$ cat config.mk
export PLATFORM = sky130hd
export DESIGN_NAME = id_hazard_unit
export DESIGN_NICKNAME = d
export VERILOG_FILES = /design/src/rtl/id_hazard_unit.sv
export SDC_FILE = /design/constraint.sdc
export NUM_CORES = 1
export LEC_CHECK = 0
export CORE_ASPECT_RATIO = 1.75
export CORE_MARGIN = 2
export CORE_UTILIZATION = 37
export DETAILED_ROUTE_END_ITERATION = 10
export MAX_ROUTING_LAYER = met4
export PLACE_DENSITY = 0.84
export SLEW_MARGIN = 20
export SYNTH_ARGS = -nofsm -noshare
export SYNTH_HDL_FRONTEND = slang
export SYNTH_SLANG_ARGS = --single-unit
$ cat constraint.sdc
create_clock -name clk -period 1.6 [get_ports clk]
set_input_delay 0.24 -clock clk [delete_from_list [all_inputs] [get_ports clk]]
set_output_delay 0.24 -clock clk [all_outputs]
set_load 0.05 [all_outputs]
$ cat src/rtl/id_hazard_unit.sv
// ---------------------------------------------------------------------------
// id_hazard_unit
//
// Decode-stage hazard controller for a 5-stage MIPS pipeline. It looks at the
// write-back controls and destination registers of the instructions currently
// in EXE and MEM. From these it produces:
//   - ID-stage operand forwarding selects,
//   - the load-use stall and the bubble injected into ID/EXE,
//   - a whole-pipeline freeze while data memory is busy.
// It also keeps a cause-tracking state register and a stall watchdog.
//
// Optional feature macro: HAZARD_STATS_EN
//   When defined, the lu_count / wait_count statistics outputs are added.
//
// Parameters:
//   MAX_STALL  consecutive stalled cycles after which hang latches (2..255)
//
// Ports:
//   clk, rst              clock, synchronous active-high reset
//   rs, rt                ID source register numbers
//   use_rs, use_rt        ID instruction actually reads rs / rt
//   ewreg, em2reg         EXE writes regfile / EXE is a load
//   edestReg              EXE destination register
//   mwreg, mm2reg         MEM writes regfile / MEM is a load
//   mdestReg              MEM destination register
//   dmem_wait             data memory not ready this cycle
//   fwda, fwdb            operand selects: 00 regfile, 01 EXE ALU,
//                         10 MEM ALU, 11 MEM load data
//   stall                 hold PC and IF/ID
//   bubble                zero the control bits entering ID/EXE
//   freeze                hold every pipeline register
//   state                 00 RUN, 01 LSTALL, 10 MWAIT
//   hang                  sticky watchdog flag
//   lu_count, wait_count  (HAZARD_STATS_EN only) saturating event counters
// ---------------------------------------------------------------------------
module id_hazard_unit #(
   parameter int unsigned MAX_STALL = 16
) (
   input  logic        clk,
   input  logic        rst,
   input  logic [4:0]  rs,
   input  logic [4:0]  rt,
   input  logic        use_rs,
   input  logic        use_rt,
   input  logic        ewreg,
   input  logic        em2reg,
   input  logic [4:0]  edestReg,
   input  logic        mwreg,
   input  logic        mm2reg,
   input  logic [4:0]  mdestReg,
   input  logic        dmem_wait,
   output logic [1:0]  fwda,
   output logic [1:0]  fwdb,
   output logic        stall,
   output logic        bubble,
   output logic        freeze,
   output logic [1:0]  state,
`ifdef HAZARD_STATS_EN
   output logic [31:0] lu_count,
   output logic [31:0] wait_count,
`endif
   output logic        hang
);

   typedef enum logic [1:0] {
      ST_RUN    = 2'b00,
      ST_LSTALL = 2'b01,
      ST_MWAIT  = 2'b10
   } state_t;

   localparam logic [7:0] MAX_STALL_C = 8'(MAX_STALL);

   state_t     state_q, state_d;
   logic [7:0] wdog_q, wdog_d;
   logic       hang_q, hang_d;

   // Register 0 is hard-wired to zero, so it never matches.
   function automatic logic reg_match(input logic wr, input logic [4:0] dst,
                                      input logic [4:0] src);
      return wr && (dst != 5'd0) && (dst == src);
   endfunction

   // An EXE load match selects the regfile: the ID instruction is bubbled
   // this cycle and picks the loaded value from MEM on the next.
   function automatic logic [1:0] fwd_sel(input logic used, input logic [4:0] src,
                                          input logic e_wr, input logic e_ld,
                                          input logic [4:0] e_dst,
                                          input logic m_wr, input logic m_ld,
                                          input logic [4:0] m_dst);
      logic [1:0] sel;
      sel = 2'b00;
      if (used) begin
         if (reg_match(e_wr, e_dst, src))
            sel = e_ld ? 2'b00 : 2'b01;
         else if (reg_match(m_wr, m_dst, src))
            sel = m_ld ? 2'b11 : 2'b10;
      end
      return sel;
   endfunction

   logic       lu;
   logic       stall_raw;
   logic [1:0] fwda_raw, fwdb_raw;

   always_comb begin
      fwda_raw = fwd_sel(use_rs, rs, ewreg, em2reg, edestReg, mwreg, mm2reg, mdestReg);
      fwdb_raw = fwd_sel(use_rt, rt, ewreg, em2reg, edestReg, mwreg, mm2reg, mdestReg);
      lu       = em2reg && ((use_rs && reg_match(ewreg, edestReg, rs)) ||
                            (use_rt && reg_match(ewreg, edestReg, rt)));
      stall_raw = lu || dmem_wait;
   end

   // Reset forces every output low, independent of the inputs.
   always_comb begin
      fwda   = rst ? 2'b00 : fwda_raw;
      fwdb   = rst ? 2'b00 : fwdb_raw;
      freeze = !rst && dmem_wait;
      stall  = !rst && stall_raw;
      // Freeze wins: a frozen ID/EXE must not be overwritten by a bubble.
      bubble = !rst && lu && !dmem_wait;
      state  = rst ? ST_RUN : state_q;
      hang   = !rst && hang_q;
   end

   // Next-state: the cause of the current cycle, same from every state.
   always_comb begin
      state_d = ST_RUN;
      if (dmem_wait)
         state_d = ST_MWAIT;
      else if (lu)
         state_d = ST_LSTALL;

      wdog_d = 8'd0;
      if (stall_raw)
         wdog_d = (wdog_q == 8'hFF) ? 8'hFF : wdog_q + 8'd1;

      hang_d = hang_q || (stall_raw && (wdog_d == MAX_STALL_C));
   end

   always_ff @(posedge clk) begin
      if (rst) begin
         state_q <= ST_RUN;
         wdog_q  <= 8'd0;
         hang_q  <= 1'b0;
      end else begin
         state_q <= state_d;
         wdog_q  <= wdog_d;
         hang_q  <= hang_d;
      end
   end

`ifdef HAZARD_STATS_EN
   logic [31:0] lu_count_q, lu_count_d;
   logic [31:0] wait_count_q, wait_count_d;

   always_comb begin
      lu_count_d = lu_count_q;
      if (lu && !dmem_wait && (lu_count_q != 32'hFFFF_FFFF))
         lu_count_d = lu_count_q + 32'd1;
      wait_count_d = wait_count_q;
      if (dmem_wait && (wait_count_q != 32'hFFFF_FFFF))
         wait_count_d = wait_count_q + 32'd1;
   end

   always_ff @(posedge clk) begin
      if (rst) begin
         lu_count_q   <= 32'd0;
         wait_count_q <= 32'd0;
      end else begin
         lu_count_q   <= lu_count_d;
         wait_count_q <= wait_count_d;
      end
   end

   assign lu_count   = rst ? 32'd0 : lu_count_q;
   assign wait_count = rst ? 32'd0 : wait_count_q;
`endif

endmodule

==> results of run 1 <==
layout by cell type, fill, tap and decap left out, types with 3 or more instances in the layout:
master / n
dfxtp_1: 11
inv_1: 3
dlygate4sd2_1: 7
buf_6: 9
xnor2_2: 14
nor2b_1: 3
nand3_1: 3
nand2_1: 5
buf_12: 9
xnor2_1: 4
nand4_1: 6
buf_4: 39
nor4_4: 3
xor2_1: 6
nand2b_1: 3
clkdlybuf4s50_1: 5
nor2_1: 6
clkbuf_8: 3
a21oi_1: 5
clkbuf_2: 6
buf_2: 6
area by class of cell:
| class | count | share of cell area, % |
|---|---|---|
| inverters | 4 | 0.752 |
| clock inverters | 1 | 0.251 |
| multi-input cells | 93 | 45.9 |
| clock buffers | 3 | 2.07 |
| repair buffers | 83 | 38.4 |
| well taps | 25 | 1.57 |
| flip-flops and latches | 11 | 11.0 |
worst max-delay path, stage by stage:
cell and delay [ns]:
dlygate4sd2_1 0.28, xnor2_2 0.23, nand3_2 0.11, or3_4 0.39, buf_4 0.15, o32ai_4 0.25, buf_12 0.18
state kept, by name, summed over array words and instances, names as in the netlist:
name	count
wdog_q	8
state_q	2
hang_q	1
final timing paths:
kind	startpoint	to	slack, ns
setup reg to reg	wdog_q[0]$_SDFF_PP0_	hang_q$_SDFF_PP0_	0.02
setup / recovery	rt[2]	fwdb[0]	-0.47
hold reg to reg	wdog_q[0]$_SDFF_PP0_	wdog_q[0]$_SDFF_PP0_	0.50
hold / removal	wdog_q[0]$_SDFF_PP0_	wdog_q[0]$_SDFF_PP0_	0.50
what timing repair did:
action / in CTS / in global routing
endpoints found under the setup margin: 17 / 16
pin swaps: 25 / 15
resized for setup: 87 / 18
buffers inserted: 10 / 8
cloned: 0 / 0
stage by stage:
step	setup slack, ns	hold slack, ns	cell area (µm²)	cells	total power (W)
floorplan	-0.281	0.312	947	109	0.000396
global route	-0.526	0.515	2000	220	0.00101
detailed placement	-0.779	0.474	1670	201	0.000589
global placement	-0.738	0.463	1670	201	0.000579
finish	-0.475	0.497	2000	220	0.000989
CTS	-0.436	0.480	1920	214	0.000919
metal layers:
layer / vias to the layer above / wire length [µm] / track usage (%)
met5: - / 0 / -
met4: 0 / 422 / 30.8
met3: 36 / 299 / 5.13
met2: 107 / 2530 / 59.0
met1: 594 / 1550 / 29.1
li1: 567 / - / -
where the power goes:
| part | total [W] | switching (W) | internal (W) |
|---|---|---|---|
| Combinational | 0.000410 | 0.000201 | 0.000209 |
| Clock | 0.000298 | 0.000126 | 0.000172 |
| Sequential | 0.000281 | 0.00000296 | 0.000278 |
| Total | 0.000989 | 0.000330 | 0.000659 |
cell families (layout without fill, tap and decap cells):
| kind of cell | Yosys count | in the layout | synth area share (%) |
|---|---|---|---|
| adder cells (fa/ha/maj) | 1 | 1 | 1.41 |
| AO/OA/AOI/OAI | 17 | 17 | 13.3 |
| XOR/XNOR | 24 | 24 | 23.8 |
| buffers and inverters | 5 | 91 | 2.12 |
| multiplexers | 2 | 2 | 2.26 |
| flip-flops | 11 | 11 | 24.9 |
| AND/OR/NAND/NOR | 49 | 49 | 32.2 |
==> results.cfg, run 1 <==
[run_status]
status = finished, violations left
violations = setup timing

[logic_synthesis]
ys_seq_area_share_pct = 24.9
post-synth-top-count-cell = xnor2_1
synthCells = 109
synth_nets = 139
synth-edff-count = 0
synth.top_cell.area_share_pct = 24.9
ys.flop_type = dfxtp_1
mappedNetlistArea_um2 = 885
synth_common_cells = xnor2_1 (18), dfxtp_1 (11), nor2_1 (8)
yosysTopAreaCell = dfxtp_1
yosys_register_bits = 11
yosysUniqueCellTypes = 34
async_flop_share_pct = 0
avgSynthCellArea_um2 = 8.12
yosys-top-cells-area = dfxtp_1 (25%), xnor2_1 (18%), xor2_1 (5.9%)
yosys_warnings = 0

[global_routing]
track_usage_pct = 34.4
grt_max_degree = 10
grt_pass1_vias = 1378
antenna_found_initial = 0
gr-total-overflow = 0
grt_pass1_wl_um = 6210

[sta]
timing.final.crit_share_pct = 130
slew_headroom_pct = 77.3
rsz0062_at_grt = true
fin_ws_ns = -0.475
finalHoldViolations = 0
setup_viol = 16
worstMarginPinSlew_ns = 0.337
fin_tns_setup_ns = -3.61
fmax_mhz = 482
finClkSkew_ns = 0.00690
slew_violations = 0
final.min_clock_period_ns = 2.07

[floorplan]
start_util_pct = 38.9
fp.dieH_um = 68.7
core.rowCount = 23
coreArea_mm2 = 0.00227
die_w_um = 41.0
dieArea_mm2 = 0.00281
io_pins = 39

[clock_tree]
cts_hold_buf = 0
cts_sinks = 11
clkLatencyLatePin_ns = 0.25
clk_pin_slew_ns = 0.06
cts_tree = done
cts-root-buf = clkbuf_8
cts.path.max_buffers = 2
cts-buffers-inserted = 3
htree_levels = 1

[worst_setup_path]
cp.arrival_ns = 1.83
cp.required_ns = 1.36
path_class = primary input to output port
cp-end-kind = output port
crit_fanout = 2
r2r_cells = 6
crit_path_start_kind = primary input

[place]
io_buffers = 38
dp_hpwl_um = 2720
gp_congestion = 0.907

[routing]
viasPerCell = 5.93
dr.first_iter.drc_count = 69
wl_um = 4800
vias = 1304
first_pass_iters = 4
drc = 0
drtAntennaViolNets = 0
wire_per_inst_um = 21.8

[cells_and_area]
antenna_cells = 0
nFillCells = 107
area_growth_pct = 126
seq_area_um2 = 220
fin_nets = 226
final_layout_size_suffix_gt1_share_pct = 56.9
final_core_util_pct = 87.8
multi_input_area_um2 = 917

[power]
ir_drop_uv = 325
p_leak_nw = 0.850
powerDensity_mw_per_mm2 = 495

[min_path]
holdPathStages = 1
hold_path.class = register to register

[run]
drv_cap = 0
No activity file was read; power rests on OpenSTA's default activity.
==> run 2, diff against run 1 <==
Settings changed: ABC_AREA set to 1, CORE_UTILIZATION 37 to 39, PLACE_DENSITY 0.84 to 0.85.
==> run 2 against run 1 <==
The run now ends clean. First-iteration DRC count shrank 90%. Cell count grew 4.5%. Critical path depth grew 2. Utilization shrank 16 points. Register-to-register slack gained 0.09 ns. Non-clock buffer count shrank 34. Clock power shrank 4%.
==> results.cfg, run 2 <==
[routing]
vias = 1144
viasPerCell = 4.97
first_pass_iters = 4
wire_per_inst_um = 13.4
wl_um = 3090
dr.first_iter.drc_count = 7
drc = 0
drtAntennaViolNets = 0

[sta]
setup_viol = 0
final.min_clock_period_ns = 1.59
fmax_mhz = 630
worstMarginPinSlew_ns = 0.218
slew_violations = 0
rsz0062_at_grt = true
slew_headroom_pct = 85.4
finalHoldViolations = 0
finClkSkew_ns = 0.00158
fin_ws_ns = 0.0119
timing.final.crit_share_pct = 99.3

[power]
seqPwrFrac_pct = 33.3
power_frac_comb_pct = 32.9
intPower_w = 0.000593
ir_drop_uv = 590
p_clk_share_pct = 33.8
power_w = 0.000845
powerDensity_mw_per_mm2 = 481
switching_power_w = 0.000252
p_leak_nw = 0.816
sw_frac_of_total_pct = 29.9

[place]
io_buffers = 38
dp_hpwl_um = 2300
dpl_cell_area_mm2 = 0.00158
place_ws_ns = -0.437
gp_congestion = 0.922

[logic_synthesis]
post-synth-top-count-cell = nand2_1
yosys_register_bits = 11
async_flop_share_pct = 0
synth_adder_area_share_pct = 1.25
synth_compound_area_share_pct = 11.2
synth_nets = 183
synth_xor_area_share_pct = 16.6
synthMuxAreaShare_pct = 0
synth_common_cells = nand2_1 (40), inv_1 (22), nor2_1 (21), dfxtp_1 (11), xnor2_1 (11)
avgSynthCellArea_um2 = 6.57
ys_seq_area_share_pct = 21.9
yosys-top-cells-area = dfxtp_1 (22%), nand2_1 (15%), xnor2_1 (9.6%)
synth_top_family_by_area = simple AND/OR/NAND/NOR gates
yosysTopAreaCell = dfxtp_1
synthCells = 153
ys.flop_type = dfxtp_1
synth-edff-count = 0
yosys_warnings = 0
yosys.area_share.simple_pct = 38.9
yosysUniqueCellTypes = 28
mappedNetlistArea_mm2 = 0.00100
synth.top_cell.area_share_pct = 21.9

[clock_tree]
cts_tree = done
htree_levels = 1
cts_sinks = 11
cts.path.max_buffers = 2
clkLatencyLatePin_ns = 0.25
cts-buffers-inserted = 3
cts-root-buf = clkbuf_8
clk_pin_slew_ns = 0.05

[floorplan]
start_util_pct = 40.8
io_pins = 39
fp.dieH_um = 71.1
dieArea_mm2 = 0.00301
coreArea_mm2 = 0.00246
die_w_um = 42.4
core.rowCount = 24

[min_path]
hold_path.class = register to register
hold_path_end = hang_q$_SDFF_PP0_
holdPathStages = 2
worstHoldStart = hang_q$_SDFF_PP0_

[cells_and_area]
nFillCells = 176
final_layout_size_suffix_gt1_share_pct = 47.1
area_growth_pct = 75.0
regMostFlops = wdog_q
fin_area_mm2 = 0.00176
fin_nets = 235
mostFrequentLayoutCells = nand2_1 (32), inv_1 (18), nor2_1 (16)
largest_reg_flops = 8
largestRegisters = wdog_q (8), state_q (2), hang_q (1)
antenna_cells = 0
final_core_util_pct = 71.4
mostFrequentLayoutCell = nand2_1

[worst_setup_path]
path_class = primary input to output port
crit_path_start_kind = primary input
r2r_setup_slack_ns = 0.11
cp.required_ns = 1.36
r2r_start = wdog_q[1]$_SDFF_PP0_
cp.arrival_ns = 1.35
crit_fanout = 2
r2r_cells = 11
cp-end-kind = output port
r2r_end = hang_q$_SDFF_PP0_

[global_routing]
track_usage_pct = 22.0
grt_pass1_vias = 1154
antenna_found_initial = 0
grt_pass1_wl_um = 4890
gr-total-overflow = 0
grt_max_degree = 10

[run]
drv_cap = 0

[run_status]
status = complete, no violations
run 2: worst max path at each step:
stage	startpoint	to	cells past startpoint	slack, ns
2_1_floorplan	edestReg[3]	fwda[0]	4	0.01
3_3_place_gp	mdestReg[1]	fwdb[0]	7	-0.39
3_5_place_dp	mdestReg[1]	fwdb[0]	7	-0.44
4_1_cts	mdestReg[1]	fwdb[0]	7	-0.005
5_1_grt	rs[2]	fwda[0]	9	-0.07
6_report	rs[3]	fwda[0]	9	0.01
run 2: kinds of logic (layout without fill, tap and decap cells):
kind of cell | after synthesis | in the layout
buffers and inverters | 25 | 76
adder cells (fa/ha/maj) | 1 | 1
AO/OA/AOI/OAI | 13 | 13
flip-flops | 11 | 11
AND/OR/NAND/NOR | 84 | 84
XOR/XNOR | 19 | 19
run 2: metal layers:
metal,routed length [µm],track usage (%)
met1,1100,22.5
met2,1810,40.0
met3,105,2.04
met4,72,11.5
met5,0,-
run 2: what timing repair did:
| item | CTS | global route |
|---|---|---|
| pin swaps | 33 | 20 |
| resized for setup | 111 | 28 |
| setup endpoints to repair | 8 | 6 |
| hold buffers | 0 | 0 |
| buffers inserted | 0 | 2 |
run 2: power by group through the flow:
| stage | sequential, W | combinational (W) | clock [W] |
|---|---|---|---|
| floorplan | 0.000286 | 0.000104 | 0 |
| global placement | 0.000286 | 0.000243 | 0 |
| detailed placement | 0.000286 | 0.000246 | 0 |
| CTS | 0.000281 | 0.000250 | 0.000293 |
| global route | 0.000281 | 0.000299 | 0.000299 |
| finish | 0.000281 | 0.000278 | 0.000286 |
run 2: critical path: stages:
cell and delay (ns):
buf_8 0.10, xnor2_2 0.16, nand2_1 0.09, nor2_1 0.11, nand4_1 0.17, nor2_1 0.14
nand3_1 0.09, o21ai_2 0.09, buf_12 0.16
run 2: layout make-up:
cell class / instances / area, µm² / area share, %
multi-input cells: 117 / 851 / 48.4
repair buffers: 49 / 520 / 29.6
flip-flops and latches: 11 / 223 / 12.7
inverters: 23 / 86.3 / 4.91
clock buffers: 4 / 45.0 / 2.56
well taps: 26 / 32.5 / 1.85
run 2: metrics by stage:
| step | cells | hold slack [ns] | TNS, ns |
|---|---|---|---|
| 2_1_floorplan | 153 | 0.312 | 0 |
| 3_3_place_gp | 224 | 0.445 | -3.67 |
| 4_1_cts | 228 | 0.486 | -0.00500 |
| 3_5_place_dp | 224 | 0.473 | -4.79 |
| 6_report | 230 | 0.484 | 0 |
| 5_1_grt | 230 | 0.513 | -0.170 |
